**src/rtl/rtc_time_setter.sv**
```systemverilog
// Manual time-entry front end: debounces the set buttons, edits a BCD HH:MM:SS
// copy of the live time while the manual switch is on, then issues a one-cycle load.
module rtc_time_setter #(
  parameter int DEBOUNCE_TICK_CNT = 49999,
  parameter int SHIFT_DEPTH       = 8,
  parameter int HOLD_TICKS        = 500,
  parameter int REPEAT_TICKS      = 200
) (
  input  logic        clock50MHz,
  input  logic        resetn,
  input  logic        man_switch,
  input  logic [2:0]  push_button,
  input  logic [23:0] cur_time,
  output logic [23:0] set_time,
  output logic        set_load,
  output logic        set_active
);

  localparam int TICK_W   = (DEBOUNCE_TICK_CNT > 0) ? $clog2(DEBOUNCE_TICK_CNT + 1) : 1;
  localparam int HOLD_MAX = (HOLD_TICKS > REPEAT_TICKS) ? HOLD_TICKS : REPEAT_TICKS;
  localparam int HOLD_W   = $clog2(HOLD_MAX + 1);

  typedef enum logic [1:0] {
    S_IDLE,
    S_CAPTURE,
    S_EDIT,
    S_COMMIT
  } state_t;

  // ---------------------------------------------------------------------------
  // BCD field increment helpers (no carry out of a field)
  // ---------------------------------------------------------------------------
  function automatic logic [7:0] inc_min_sec(input logic [7:0] v);
    logic [7:0] r;
    if (v[3:0] == 4'd9) begin
      if (v[7:4] == 4'd5) r = 8'h00;
      else                r = {v[7:4] + 4'd1, 4'd0};
    end else begin
      r = {v[7:4], v[3:0] + 4'd1};
    end
    return r;
  endfunction

  function automatic logic [7:0] inc_hours(input logic [7:0] v);
    logic [7:0] r;
    if (v == 8'h23)           r = 8'h00;
    else if (v[3:0] == 4'd9)  r = {v[7:4] + 4'd1, 4'd0};
    else                      r = {v[7:4], v[3:0] + 4'd1};
    return r;
  endfunction

  // ---------------------------------------------------------------------------
  // Input synchronizers and switch edge detection
  // ---------------------------------------------------------------------------
  logic [2:0] r_btn_meta;
  logic [2:0] r_btn_sync;
  logic       r_sw_meta;
  logic       r_sw_sync;
  logic       r_sw_prev;
  logic [1:0] r_sw_valid;
  logic       w_sw_rise;

  // NOTE: sequential state is always assigned with <= so every flop samples
  // the pre-edge value of its neighbours, independent of statement order.
  always_ff @(posedge clock50MHz or negedge resetn) begin
    if (!resetn) begin
      r_btn_meta <= 3'b111;
      r_btn_sync <= 3'b111;
      r_sw_meta  <= 1'b0;
      r_sw_sync  <= 1'b0;
      r_sw_prev  <= 1'b1;
      r_sw_valid <= 2'b00;
    end else begin
      r_btn_meta <= push_button;
      r_btn_sync <= r_btn_meta;
      r_sw_meta  <= man_switch;
      r_sw_sync  <= r_sw_meta;
      r_sw_valid <= {r_sw_valid[0], 1'b1};
      // Edge history is held high until the synchronizer has refilled, so a
      // switch left on through reset is not mistaken for a fresh rise.
      r_sw_prev  <= r_sw_valid[1] ? r_sw_sync : 1'b1;
    end
  end

  assign w_sw_rise = r_sw_sync & ~r_sw_prev;

  // ---------------------------------------------------------------------------
  // Debounce sample tick
  // ---------------------------------------------------------------------------
  logic [TICK_W-1:0] r_tick_cnt;
  logic              w_tick;

  assign w_tick = (r_tick_cnt == TICK_W'(DEBOUNCE_TICK_CNT));

  always_ff @(posedge clock50MHz or negedge resetn) begin
    if (!resetn)     r_tick_cnt <= '0;
    else if (w_tick) r_tick_cnt <= '0;
    else             r_tick_cnt <= r_tick_cnt + TICK_W'(1);
  end

  // ---------------------------------------------------------------------------
  // Per-button debounce, press edge and hold/auto-repeat
  // ---------------------------------------------------------------------------
  logic [2:0] w_inc;

  for (genvar g = 0; g < 3; g++) begin : g_btn
    logic [SHIFT_DEPTH-1:0] r_shift;
    logic                   r_pressed;
    logic                   r_pressed_d;
    logic                   r_repeat;
    logic                   r_inc;
    logic [HOLD_W-1:0]      r_hold_cnt;
    logic                   w_rise;
    logic [HOLD_W-1:0]      w_limit;

    always_ff @(posedge clock50MHz or negedge resetn) begin
      if (!resetn) begin
        r_shift     <= '0;
        r_pressed   <= 1'b0;
        r_pressed_d <= 1'b0;
      end else begin
        if (w_tick) r_shift <= {r_shift[SHIFT_DEPTH-2:0], ~r_btn_sync[g]};
        if (&r_shift)       r_pressed <= 1'b1;
        else if (~|r_shift) r_pressed <= 1'b0;
        r_pressed_d <= r_pressed;
      end
    end

    assign w_rise  = r_pressed & ~r_pressed_d;
    assign w_limit = r_repeat ? HOLD_W'(REPEAT_TICKS - 1) : HOLD_W'(HOLD_TICKS - 1);

    // Counts ticks while held; the first fire ends the initial hold period
    // and switches the terminal count to the repeat interval.
    always_ff @(posedge clock50MHz or negedge resetn) begin
      if (!resetn) begin
        r_hold_cnt <= '0;
        r_repeat   <= 1'b0;
        r_inc      <= 1'b0;
      end else begin
        r_inc <= 1'b0;
        if (w_rise) begin
          r_inc      <= 1'b1;
          r_hold_cnt <= '0;
          r_repeat   <= 1'b0;
        end else if (!r_pressed) begin
          r_hold_cnt <= '0;
          r_repeat   <= 1'b0;
        end else if (w_tick) begin
          if (r_hold_cnt == w_limit) begin
            r_inc      <= 1'b1;
            r_hold_cnt <= '0;
            r_repeat   <= 1'b1;
          end else begin
            r_hold_cnt <= r_hold_cnt + HOLD_W'(1);
          end
        end
      end
    end

    assign w_inc[g] = r_inc;
  end

  // ---------------------------------------------------------------------------
  // Set-mode FSM
  // ---------------------------------------------------------------------------
  state_t r_state;
  state_t w_next_state;

  always_ff @(posedge clock50MHz or negedge resetn) begin
    if (!resetn) r_state <= S_IDLE;
    else         r_state <= w_next_state;
  end

  // NOTE: the default assignment at the top of a combinational block keeps
  // every path assigned, so no latch is inferred for unlisted cases.
  always_comb begin
    w_next_state = r_state;
    case (r_state)
      S_IDLE:    if (w_sw_rise)  w_next_state = S_CAPTURE;
      S_CAPTURE:                 w_next_state = S_EDIT;
      S_EDIT:    if (!r_sw_sync) w_next_state = S_COMMIT;
      S_COMMIT:                  w_next_state = S_IDLE;
      default:                   w_next_state = S_IDLE;
    endcase
  end

  // ---------------------------------------------------------------------------
  // Edit register
  // ---------------------------------------------------------------------------
  logic [23:0] r_edit;
  logic [23:0] w_edit_next;

  // Increments landing on the EDIT exit cycle are dropped so the committed
  // value is exactly what was shown on entry to COMMIT.
  always_comb begin
    w_edit_next = r_edit;
    if (r_state == S_CAPTURE) begin
      w_edit_next = cur_time;
    end else if (r_state == S_EDIT && w_next_state == S_EDIT) begin
      if (w_inc[2]) w_edit_next[23:16] = inc_hours(r_edit[23:16]);
      if (w_inc[1]) w_edit_next[15:8]  = inc_min_sec(r_edit[15:8]);
      if (w_inc[0]) w_edit_next[7:0]   = inc_min_sec(r_edit[7:0]);
    end
  end

  always_ff @(posedge clock50MHz or negedge resetn) begin
    if (!resetn) r_edit <= '0;
    else         r_edit <= w_edit_next;
  end

  // ---------------------------------------------------------------------------
  // Registered outputs
  // ---------------------------------------------------------------------------
  logic r_set_load;
  logic r_set_active;

  always_ff @(posedge clock50MHz or negedge resetn) begin
    if (!resetn) begin
      r_set_load   <= 1'b0;
      r_set_active <= 1'b0;
    end else begin
      r_set_load   <= (w_next_state == S_COMMIT);
      r_set_active <= (w_next_state == S_EDIT);
    end
  end

  assign set_time   = r_edit;
  assign set_load   = r_set_load;
  assign set_active = r_set_active;

endmodule

```
**config.mk**
```make
export PLATFORM = sky130hd
export DESIGN_NAME = rtc_time_setter
export DESIGN_NICKNAME = d
export VERILOG_FILES = /design/src/rtl/rtc_time_setter.sv
export SDC_FILE = /design/constraint.sdc
export NUM_CORES = 1
export LEC_CHECK = 0
export ABC_AREA = 1
export CORE_ASPECT_RATIO = 1.75
export CORE_UTILIZATION = 40
export CTS_BUF_LIST = sky130_fd_sc_hd__clkbuf_16
export DETAILED_ROUTE_END_ITERATION = 10
export PLACE_DENSITY = 0.59
export REMOVE_ABC_BUFFERS = 1
export SLEW_MARGIN = 30
export SYNTH_ARGS = -nofsm -noshare
export SYNTH_HDL_FRONTEND = slang
export SYNTH_SLANG_ARGS = --single-unit
```
**constraint.sdc**
```tcl
create_clock -name clock50MHz -period 1.7 [get_ports clock50MHz]
set_input_delay 0.17 -clock clock50MHz [delete_from_list [all_inputs] [get_ports clock50MHz]]
set_output_delay 0.17 -clock clock50MHz [all_outputs]
set_load 0.02 [all_outputs]
```
==> summary.txt <==
Setup path
  • Crit path arrival time: 1470 ps
  • CP endpoint kind: output pin
  • Crit start category: register
  • CP required: 1530 ps
  • Crit-path cells: clkdlybuf4s50_1
  • Buf/Inv on CP: 1
  • Crit path kind: register to output pin
  • CP peak stage delay: 630 ps
  • Crit path max-delay family: buffers and inverters
  • Crit Path Max Fanout: 5
  • CP max-delay cell: clkdlybuf4s50_1

Power
  • PwrDens: 1270 nW/um^2
  • LEAKAGE: 3.45 nW
  • Peak VDD IR: 619 uV

Placement
  • DP HPWL: 9.45 mm
  • Port Buf Inserts: 55
  • Pre-CTS WS: -21.6 ps
  • GPL Wtd Cong: 0.844

Floorplan
  • # IOs: 56
  • Initial core utilization: 0.408
  • Total core area: 14400 um^2
  • Row Count: 58
  • Die height: 162 um
  • Die area: 15200 um^2
  • Die Span X: 93.5 um

Clock network
  • Total CTS buffers: 17
  • CTS tree: done
  • H-Tree Depth: 4
  • Max clock buf depth: 2
  • Clk slew on worst S/H paths: 60 ps
  • CTS sink cnt: 118
  • Worst-Skew Late Latency: 410 ps
  • Root buffer cell: clkbuf_16

Final layout
  • # diodes: 0
  • Area Overhead vs Synth: 27.0%
  • Commonest non-fill, non-tap cell in the layout: nand2_1
  • NumNets Final: 859
  • Most frequent cells in the layout: nand2_1, dfrtp_1, inv_1
  • Fraction of layout cells with a size suffix above 1: 0.112
  • Fillers: 1352

Global routing
  • Grt met1 use: 0.186
  • Grt met3 use: 0.0407
  • GRT Overall Usage: 0.181
  • GR Layer Usage met2: 0.343
  • Top Usage Layer GRT: met2
  • Largest net degree at the start of global routing: 90
  • First-pass GRT wire length: 21.7 mm
  • Vias in the first global route: 4993
  • Congestion Overflow GR: 0
  • Initial antenna violation count: 0

Drt
  • Starting DRT DRC Count: 190
  • Routed Antenna Nets: 0
  • DR vias: 5045
  • Drt total wl: 13.1 mm
  • Wirelength per Cell: 13.0 um
  • Drt drc: 0
  • Vias per inst: 5.00
  • Drt pass-1 iters: 5

Logic synthesis
  • Ys Warns: 0
  • Sequential area share after synthesis: 0.506
  • Post-synthesis register bit count: 118
  • Cell count after synthesis: 727
  • Unique cell type count in the Yosys netlist: 41
  • Avg Inst Size Synth: 8.06 um^2
  • Mapped Area: 5860 um^2

Timing
  • Final WS setup: 62.4 ps
  • Setup Total Neg Slack: 0 ps
  • Min cycle time layout: 1640 ps
  • Period utilisation layout: 0.963
  • Highest clock rate: 611 MHz
  • Hold Violations, Final: 0
  • Max Slew Vio Count: 0
  • Final count of negative-setup-slack endpoints: 0
  • Clock Skew: 11.6 ps

Job
  • Max cap viols: 0

Min path
  • Hold Path Class: input port to async pin

Run status
  • Outcome: finished, final reports clean
sequential cells by signal, summed over array words and instances (netlist names), 2 cells and up:
signal / flops
g_btn.r_hold_cnt: 27
g_btn.r_inc: 3
g_btn.r_pressed: 3
g_btn.r_pressed_d: 3
g_btn.r_repeat: 3
g_btn.r_shift: 24
r_btn_meta: 3
r_btn_sync: 3
r_state: 2
r_sw_valid: 2
r_tick_cnt: 16
set_time: 24
stage by stage:
step	power (mW)	cell area, um^2	instances	utilization	hold slack (ps)
final	9.45	7440	1010	0.518	142
after CTS	9.57	7320	1003	0.510	134
after floorplan	4.90	5770	713	-	-126
after global placement	5.97	6740	970	0.469	18.8
after global routing	9.98	7440	1010	0.518	140
after detailed placement	6.04	6740	970	0.469	24.1
cell type report:
cell class,instances,area [um^2],area share
Clock inverter,15,149,0.0200
Multi-Input combinational cell,496,2490,0.334
Inverter,100,379,0.0510
Timing Repair Buffer,84,812,0.109
Sequential cell,118,2960,0.398
Tap cell,180,225,0.0303
Clock buffer,17,425,0.0572
cells in the mapped netlist, drive strengths merged:
| cell type | count | area [um^2] |
|---|---|---|
| a21oi | 22 | 118 |
| a31oi | 4 | 25.0 |
| xor2 | 11 | 96.3 |
| nor4 | 2 | 12.5 |
| ha | 12 | 150 |
| xnor2 | 5 | 43.8 |
| dfrtp | 111 | 2780 |
| a21o | 1 | 7.51 |
| o211ai | 4 | 30.0 |
| nor3 | 13 | 65.1 |
| inv | 100 | 375 |
| o22ai | 1 | 6.26 |
| clkbuf | 4 | 15.0 |
| a31o | 2 | 17.5 |
| or2 | 2 | 15.0 |
| nor2 | 80 | 310 |
| nand4 | 20 | 125 |
| and2 | 1 | 6.26 |
| mux2i | 1 | 10.0 |
| buf | 10 | 71.3 |
| a21boi | 4 | 33.8 |
| and3 | 1 | 6.26 |
| conb | 1 | 3.75 |
| dfstp | 7 | 184 |
| o31ai | 3 | 22.5 |
| nand2 | 183 | 714 |
| o21bai | 1 | 7.51 |
| o21ai | 62 | 310 |
| nand3 | 58 | 290 |
| nand3b | 1 | 7.51 |
worst paths after layout:
path                           startpoint  cells past startpoint  slack [ps]                      to
min reg2reg                     r_sw_meta                      0         350               r_sw_sync
min                                resetn                      2         140  g_btn[0].r_hold_cnt[6]
min in group clock50MHz    push_button[0]                      1         170           r_btn_meta[0]
max in group asynchronous          resetn                      3         820           r_btn_meta[1]
max                          set_time[14]                      1          60            set_time[14]
max reg2reg                 r_tick_cnt[0]                      7          90     g_btn[1].r_shift[3]
layer usage:
layer / share of wire / wire, um / vias up
met2: 0.56 / 7350 / 97
li1: - / - / 2520
met4: 0.015 / 201 / 0
met1: 0.39 / 5100 / 2407
met5: 0 / 0 / -
met3: 0.034 / 443 / 21
kinds of logic (layout without fill, tap and decap cells):
| group | count (synthesis) | count (layout) | share of synthesized area |
|---|---|---|---|
| other | 1 | 1 | 0.000640 |
| adder cells (fa/ha/maj) | 12 | 12 | 0.0256 |
| buffers and inverters | 114 | 216 | 0.0788 |
| XOR/XNOR | 16 | 16 | 0.0239 |
| AO/OA/AOI/OAI | 104 | 104 | 0.0987 |
| AND/OR/NAND/NOR | 361 | 362 | 0.265 |
| flip-flops | 118 | 118 | 0.506 |
| multiplexers | 1 | 1 | 0.00171 |
report_power, final:
part	switching, mW	internal, mW	total, mW
registers	0.390	3.15	3.54
clock network	1.23	2.26	3.49
logic	1.32	1.10	2.42
total	2.93	6.51	9.45
what timing repair did:
action / CTS / global route
pin swaps: 0 / 2
endpoints found under the setup margin: 6 / 67
setup buffers: 0 / 6
cloned: 0 / 1
hold buffers: 1 / 0
resized for setup: 1 / 21
endpoints found under the hold margin: 113 / 0
Note: power is estimated with default switching activity, not from simulation.
